File: src/rtl/cdb_arbiter_pkg.sv
// Shared RV32I types for the common data bus: FU result payload and FU indices.
package rv32i_types;

  localparam int NUM_FU_CDB = 4;

  localparam int FU_ALU = 0;
  localparam int FU_BR  = 1;
  localparam int FU_MUL = 2;
  localparam int FU_LSU = 3;

  typedef struct packed {
    logic [31:0] inst;
    logic [31:0] pc_rdata;
    logic [31:0] pc_wdata;
    logic [31:0] rd_wdata;
  } rvfi_data_t;

  typedef struct packed {
    logic [5:0]  pd_s;
    logic [31:0] pd_v;
    logic [3:0]  rob_num;
    logic        br_en;
    logic        br_taken;
    logic [31:0] br_target;
    rvfi_data_t  rvfi_data;
  } fu_cdb_data_t;

endpackage

File: src/rtl/cdb_arbiter_rr.sv
// Combinational rotating-priority arbiter: first requester at or after ptr wins.
module rr_arbiter #(
  parameter  int N     = 4,
  localparam int PTR_W = (N > 1) ? $clog2(N) : 1
) (
  input  logic [N-1:0]     req,
  input  logic [PTR_W-1:0] ptr,
  output logic [N-1:0]     gnt,
  output logic [PTR_W-1:0] gnt_idx,
  output logic             any_gnt
);

  logic [PTR_W-1:0] idx;

  // Walk the request vector from ptr with wrap-around; the first hit is granted.
  always_comb begin
    gnt     = '0;
    gnt_idx = '0;
    any_gnt = 1'b0;
    idx     = '0;
    for (int unsigned i = 0; i < N; i++) begin
      idx = PTR_W'((32'(ptr) + i) % N);
      if (!any_gnt && req[idx]) begin
        gnt[idx] = 1'b1;
        gnt_idx  = idx;
        any_gnt  = 1'b1;
      end
    end
  end

endmodule

File: src/rtl/cdb_arbiter.sv
// CDB arbiter: grants one finished FU per cycle and registers its result onto the CDB.
module cdb_arbiter
  import rv32i_types::*;
#(
  parameter  int NUM_FU = NUM_FU_CDB,
  localparam int PTR_W  = $clog2(NUM_FU)
) (
  input  logic             clk,
  input  logic             rst,
  input  logic             branch_mispredict,
  input  logic [NUM_FU-1:0] fu_done,
  input  fu_cdb_data_t     fu_data [NUM_FU],
  output logic [NUM_FU-1:0] cdb_ack,
  output logic             cdb_valid,
  output fu_cdb_data_t     cdb_data,
  output logic [PTR_W-1:0] fu_grant_idx
);

  logic [NUM_FU-1:0] gnt;
  logic [PTR_W-1:0]  gnt_idx;
  logic              any_gnt;
  logic              fire;

  logic [PTR_W-1:0]  rr_ptr_q, rr_ptr_d;
  logic              cdb_valid_q, cdb_valid_d;
  fu_cdb_data_t      cdb_data_q, cdb_data_d;
  logic [PTR_W-1:0]  grant_idx_q, grant_idx_d;

  rr_arbiter #(.N(NUM_FU)) u_rr (
    .req     (fu_done),
    .ptr     (rr_ptr_q),
    .gnt     (gnt),
    .gnt_idx (gnt_idx),
    .any_gnt (any_gnt)
  );

  // Suppress the grant during reset/flush; on a grant, capture the winner and rotate priority past it.
  always_comb begin
    fire        = any_gnt && !rst && !branch_mispredict;
    cdb_ack     = fire ? gnt : '0;
    rr_ptr_d    = rr_ptr_q;
    cdb_valid_d = fire;
    cdb_data_d  = cdb_data_q;
    grant_idx_d = grant_idx_q;
    if (fire) begin
      cdb_data_d  = fu_data[gnt_idx];
      grant_idx_d = gnt_idx;
      rr_ptr_d    = (gnt_idx == PTR_W'(NUM_FU - 1)) ? '0 : gnt_idx + PTR_W'(1);
    end
  end

  // Pointer and CDB output registers.
  always_ff @(posedge clk) begin
    if (rst) begin
      rr_ptr_q    <= '0;
      cdb_valid_q <= 1'b0;
      cdb_data_q  <= '0;
      grant_idx_q <= '0;
    end else begin
      rr_ptr_q    <= rr_ptr_d;
      cdb_valid_q <= cdb_valid_d;
      cdb_data_q  <= cdb_data_d;
      grant_idx_q <= grant_idx_d;
    end
  end

  // Registered outputs straight from the flops.
  always_comb begin
    cdb_valid    = cdb_valid_q;
    cdb_data     = cdb_data_q;
    fu_grant_idx = grant_idx_q;
  end

endmodule
File: config.mk
export PLATFORM = sky130hd
export DESIGN_NAME = cdb_arbiter
export DESIGN_NICKNAME = d
export VERILOG_FILES = /design/src/rtl/cdb_arbiter_pkg.sv /design/src/rtl/cdb_arbiter_rr.sv /design/src/rtl/cdb_arbiter.sv
export SDC_FILE = /design/constraint.sdc
export NUM_CORES = 1
export LEC_CHECK = 0
export BUFFER_PORTS_ARGS = -buffer_cell sky130_fd_sc_hd__buf_2
export CORE_AREA = 4 4 402 404
export DETAILED_ROUTE_END_ITERATION = 7
export DIE_AREA = 0 0 406 408
export PLACE_DENSITY = 0.3
export SYNTH_ARGS = -nofsm -noshare
export SYNTH_HDL_FRONTEND = slang
export SYNTH_SLANG_ARGS = --single-unit
File: constraint.sdc
create_clock -name clk -period 6.6 [get_ports clk]
set_input_delay 1.32 -clock clk [delete_from_list [all_inputs] [get_ports clk]]
set_output_delay 1.32 -clock clk [all_outputs]
set_load 0.01 [all_outputs]
After elaboration in Yosys (flattened, before gate mapping)
Index checks and enable logic that the tools add are counted.
{"block": "classes", "n_addsub": 4, "order_cmp": 9, "eq_ne": 1, "muxes": 33, "n_bitwise": 4, "reduce_logical": 14}
{"operator": "$bmux W204 S2", "count": 1}
{"operator": "$mux W204", "count": 2}
{"operator": "$mux W4", "count": 5}
{"operator": "$lt A2 B3 Y1 const B", "count": 4}
{"operator": "$mux W1", "count": 12}
{"operator": "$or A4 B4 Y4", "count": 3}
{"operator": "$mux W2", "count": 5}
{"operator": "$logic_and A1 B1 Y1", "count": 9}
{"operator": "$bmux W1 S2", "count": 4}
{"operator": "$demux W1 S2", "count": 4}
{"operator": "$ge A2 B1 Y1 const B", "count": 4}
{"operator": "$logic_not A1 Y1", "count": 5}
{"operator": "$add A2 B1 Y2 const B", "count": 2}
{"operator": "$add A2 B2 Y2 const B", "count": 2}
{"operator": "$ge A3 B3 Y1 const B", "count": 1}
{"operator": "$not A2 Y3", "count": 1}
{"operator": "$eq A2 B2 Y1 const B", "count": 1}
{"block": "word_totals", "register_bits": 209, "inputBits": 823, "output_inout_bits": 211, "word_cells": 78}

Logic depth before layout (Yosys ltp)
{"block": "depth", "ltp_word": 16, "ltp_mapped": 14, "ltp_nobuf": 8}

Hierarchy
Synthesis repeated with hierarchy kept, for this count alone.
{"block": "unflattened", "hier_cells": 1206, "hier_area_um2": 13281.5}
{"mod": "cdb_arbiter", "n_inst": 1, "cells_per_inst": 1161, "area_per_inst_um2": 12862.3, "seq_area_each_um2": 4184.0}
{"mod": "rr_arbiter", "n_inst": 1, "cells_per_inst": 45, "area_per_inst_um2": 419.2, "seq_area_each_um2": 0.0}

Worst setup path before layout
OpenSTA, ideal clock, no wires.
{"block": "synth_path", "kind": "input to output", "start": "input port fu_done[1]", "end": "output port cdb_ack[0]", "t_arrival_ps": 2540, "t_required_ps": 5280, "setup_slack_ps": 2740, "cell_stages": 7, "path_buffers": 1, "cell_sequence": "mux4_2 nor2b_1 buf_2 a22oi_1 nor2_1 a221oi_1 nor2_1"}
{"block": "synth_via", "elab_chain_len": 15, "elab_cells_between_ends": 28, "classes_between": "mux (17); bitwise (3); reduce/logical (8)"}
{"item": "from (decl)", "line": "cdb_arbiter.sv:11", "rtl": "input logic [NUM_FU-1:0] fu_done,"}
{"item": "$bmux W1 S2", "line": "cdb_arbiter_rr.sv:23", "rtl": "if (!any_gnt && req[idx]) begin"}
{"item": "$mux W1 (implied by the code)", "line": "cdb_arbiter_rr.sv:23"}
{"item": "$mux W1", "line": "cdb_arbiter_rr.sv:23"}
{"item": "$logic_not A1 Y1", "line": "cdb_arbiter_rr.sv:23"}
{"item": "$logic_and A1 B1 Y1", "line": "cdb_arbiter_rr.sv:23"}
{"item": "$mux W1", "line": "cdb_arbiter_rr.sv:23"}
{"item": "$logic_not A1 Y1", "line": "cdb_arbiter_rr.sv:23"}
{"item": "$logic_and A1 B1 Y1", "line": "cdb_arbiter_rr.sv:23"}
{"item": "$mux W1", "line": "cdb_arbiter_rr.sv:23"}
{"item": "$logic_not A1 Y1", "line": "cdb_arbiter_rr.sv:23"}
{"item": "$logic_and A1 B1 Y1", "line": "cdb_arbiter_rr.sv:23"}
{"item": "$mux W1", "line": "cdb_arbiter_rr.sv:23"}
{"item": "$logic_and A1 B1 Y1 (2 in a row)", "line": "cdb_arbiter.sv:39", "rtl": "fire = any_gnt && !rst && !branch_mispredict;"}
{"item": "$mux W4 (*)", "line": "cdb_arbiter.sv:40", "rtl": "cdb_ack = fire ? gnt : '0;"}
{"item": "to (decl)", "line": "cdb_arbiter.sv:13", "rtl": "output logic [NUM_FU-1:0] cdb_ack,"}
Mark *: on every way between the ends. The rest lies on a longest branch, timed or not. The select of a mux whose other input is x is not followed.

Worst setup path in the final report
{"block": "layout_path", "start": "register rr_ptr_q[0]", "end": "output port cdb_ack[1]"}
{"block": "layout_via", "elab_chain_len": 15, "elab_cells_between_ends": 51, "classes_between": "add/sub (3); order compare (8); mux (25); bitwise (3); reduce/logical (12)"}
{"item": "from (decl)", "line": "cdb_arbiter.sv:24", "rtl": "logic [PTR_W-1:0] rr_ptr_q, rr_ptr_d;"}
{"item": "from (signal assigned)", "line": "cdb_arbiter.sv:60", "rtl": "rr_ptr_q <= rr_ptr_d;"}
{"item": "branches (longest 14 deep; another with $lt A2 B3 Y1)"}
{"item": "$mux W4 (*)", "line": "cdb_arbiter.sv:40"}
Every way passes the cells marked *. The select of a mux whose other input is x is not followed.

==> results.py <==
metrics = {
    "status": {
        "status": "finished, final reports clean",
    },
    "die": {
        "initial_core_util": 0.08185,
        "rows": 146,
        "core_area_mm2": 0.1578,
        "chipWidth_um": 406,
        "dieArea_mm2": 0.1656,
        "fp.dieH_um": 408,
        "io_pins": 1034,
    },
    "critical_path": {
        "setup.worst_path.end_class": "output pin",
        "cp_max_fo": 17,
        "critPathKind": "flop to output pin",
        "r2r-start": "rr_ptr_q[0]$_SDFFE_PP0P_",
        "critPathRequiredTime_ps": 5280,
        "crit_path_start": "rr_ptr_q[0]$_SDFFE_PP0P_",
        "r2r_cells": 11,
        "worstSetupStartpointType": "flop",
        "arrival_ps": 4140,
    },
    "clock_network": {
        "hold_buffers": 0,
        "cts-resized-gates": 0,
        "cts_buffers": 36,
        "cts_setup_buffers": 0,
        "cts_tree": "built",
        "root_buffer": "clkbuf_16",
        "clk_transition_reported_paths_ps": 50,
        "clock_sinks": 209,
        "cts-htree-levels": 2,
        "ctsLongestPathBuffers": 3,
        "clk_latency_ps": 580,
    },
    "sta": {
        "fin_setup_tns_ps": 0,
        "min_period_ps": 5456,
        "skew_ps": 15.51,
        "period_share": 0.8267,
        "final_max_slew_viol_count": 0,
        "rsz0062_at_grt": "false",
        "hold_violations": 0,
        "fin_hold_ws_ps": 445.6,
        "max_freq_mhz": 183.3,
        "max_slew.worst_pin.slew_ps": 1012,
        "finalSetupViolations": 0,
        "slew_headroom": 0.3255,
    },
    "global_routing": {
        "antenna_found_initial": 36,
        "grt_first_pass_wirelength_um": 135800,
        "first_global_vias": 17280,
        "grt_max_degree": 118,
        "grt_util_all_layers": 0.1144,
        "grt_overflow_total": 0,
    },
    "pwr": {
        "power_mw": 6.809,
        "seqPwrFrac": 0.244,
        "p_sw_mw": 2.830,
        "p_leak_nw": 9.649,
        "clkPwrFrac": 0.297,
        "p_int_mw": 3.979,
        "ir_drop_uv": 169.5,
        "p_sw_frac": 0.4156,
        "comb_power_share": 0.459,
        "power.density_mw_per_mm2": 313.4,
    },
    "synth": {
        "synth_edf_count": 0,
        "ys_top_cells_by_area": "dfxtp_1 32%, a211oi_1 12%, mux2i_1 8.4%",
        "yosys.area.top_type": "dfxtp_1",
        "syn_inst": 1481,
        "synthFlopType": "dfxtp_1",
        "syn_area_mm2": 0.01292,
        "yosys_warnings": 0,
        "ys_seq_area_frac": 0.3239,
        "synth_top_area_share": 0.3239,
        "yosys-top-cells-count": "214 x a211oi_1, 209 x dfxtp_1, 208 x o21ai_0",
        "synthesis.nets": 2312,
        "async_flop_share": 0,
        "synth_cell_types": 39,
        "synth.most_common_cell": "a211oi_1",
        "synth_seq_cells": 209,
        "postSynthAreaPerCell_um2": 8.723,
    },
    "worst_hold_path": {
        "hold_depth": 1,
        "hold_class": "flop to flop",
        "min_from": "fu_grant_idx[1]$_SDFFE_PP0P_",
    },
    "layout": {
        "design_area_mm2": 0.02173,
        "utilization": 0.1377,
        "nNetsFinal": 3258,
        "syn_to_final_growth_pct": 68.18,
        "drive_above_1_share": 0.4935,
    },
    "place": {
        "dpl_cell_area_mm2": 0.02047,
        "detailed_place_hpwl_um": 76870,
        "gp_congestion": 0.8705,
        "port_buffers": 1033,
    },
    "route": {
        "viasPerCell": 3.641,
        "remaining_drc_errors": 0,
        "wl_per_cell_um": 22.22,
        "drt_wl_total_um": 101000,
        "dr.pass1.iters": 5,
        "via_count": 16550,
        "ant_nets": 0,
        "drt_iter0_drc": 1048,
    },
    "flow_run": {
        "drv_cap": 0,
    },
}
-- registers in the layout (all words and copies together), names as in the netlist --
| name | count |
|---|---|
| cdb_valid | 1 |
| fu_grant_idx | 2 |
| cdb_data | 204 |
| rr_ptr_q | 2 |
-- cell type report --
type                            instances  area [µm²]
Antenna cell                           20       50.05
Inverter                                4       16.27
Fill cell                           18290      136100
Sequential cell                       209        4184
Tap cell                             2072        2592
Multi-Input combinational cell       1088        7985
Timing Repair Buffer                 1088        5695
Clock buffer                           52        1052
Clock inverter                         13       151.4
-- critical path, cell delays in order, from the launching register on --
cell	delay (ps)
dfxtp_1	300
buf_4	240
inv_1	170
ha_1	500
mux4_2	420
nor2b_1	590
a22oi_1	140
nor2_1	130
a221oi_1	90
nor2_1	700
buf_2	270
-- power by group through the flow --
| stage | Sequential, mW | Clock (mW) | Combinational [mW] |
|---|---|---|---|
| floorplan | 1.77 | 0 | 1.71 |
| CTS | 1.65 | 2.14 | 3.21 |
| finish | 1.66 | 2.03 | 3.13 |
| global placement | 1.68 | 0 | 3.22 |
| global route | 1.69 | 2.18 | 3.39 |
| detailed placement | 1.67 | 0 | 3.20 |
-- logic make-up (layout without fill, tap and decap cells) --
logic type,count (synthesis),in the layout,synth area share
adders and majority gates,8,8,0.007748
buffers and inverters,184,1157,0.06363
AOI/OAI and AO/OA,638,638,0.3301
and+or+nand+nor,232,232,0.09986
DFF,209,209,0.3239
xor gates and xnor gates,2,2,0.001356
muxes,208,208,0.1735
other,0,20,0
-- placed cells by master (no fill, tap or decap), types with 2 or more instances in the layout --
master and count:
o21ai_1 3, nand4b_1 2, mux2i_1 108, o31a_1 2
clkbuf_16 37, mux4_2 3, o21ai_0 208, inv_6 2
diode_2 20, nand2_1 2, inv_1 3, buf_12 9
nand3_1 98, bufinv_16 3, buf_4 46, clkbuf_1 8
a221oi_1 4, clkbuf_8 7, a21oi_1 99, and3_1 107
buf_2 1033, nor2b_1 2, ha_1 8, nor2_1 12
a211oi_1 214, nor2_4 2, a221o_1 97, a22oi_1 4
clkinv_2 8, dfxtp_1 209, mux2_1 44, mux2_2 53
-- layer usage --
metal / wire (µm) / up-vias / GRT usage
li1: - / 7743 / -
met1: 41780 / 7988 / 0.1396
met4: 2793 / 4 / 0.03537
met5: 27 / - / 0
met2: 48960 / 699 / 0.1965
met3: 7436 / 120 / 0.02869
-- per-stage QoR --
step           std cells  setup slack (ps)
2_1_floorplan       1481              2740
3_3_place_gp        4461              1220
3_5_place_dp        4461              1220
4_1_cts             4526             953.8
5_1_grt             4539             814.7
6_report            4546              1144
-- path summary, 6_finish.rpt --
path,endpoint,slack [ps]
max,cdb_ack[1],1140
min reg2reg,fu_grant_idx[1]$_SDFFE_PP0P_,450
min,fu_grant_idx[1]$_SDFFE_PP0P_,450
max reg2reg,cdb_data[3]$_SDFFE_PP0P_,2180
Note: power is estimated with default switching activity, not from simulation.
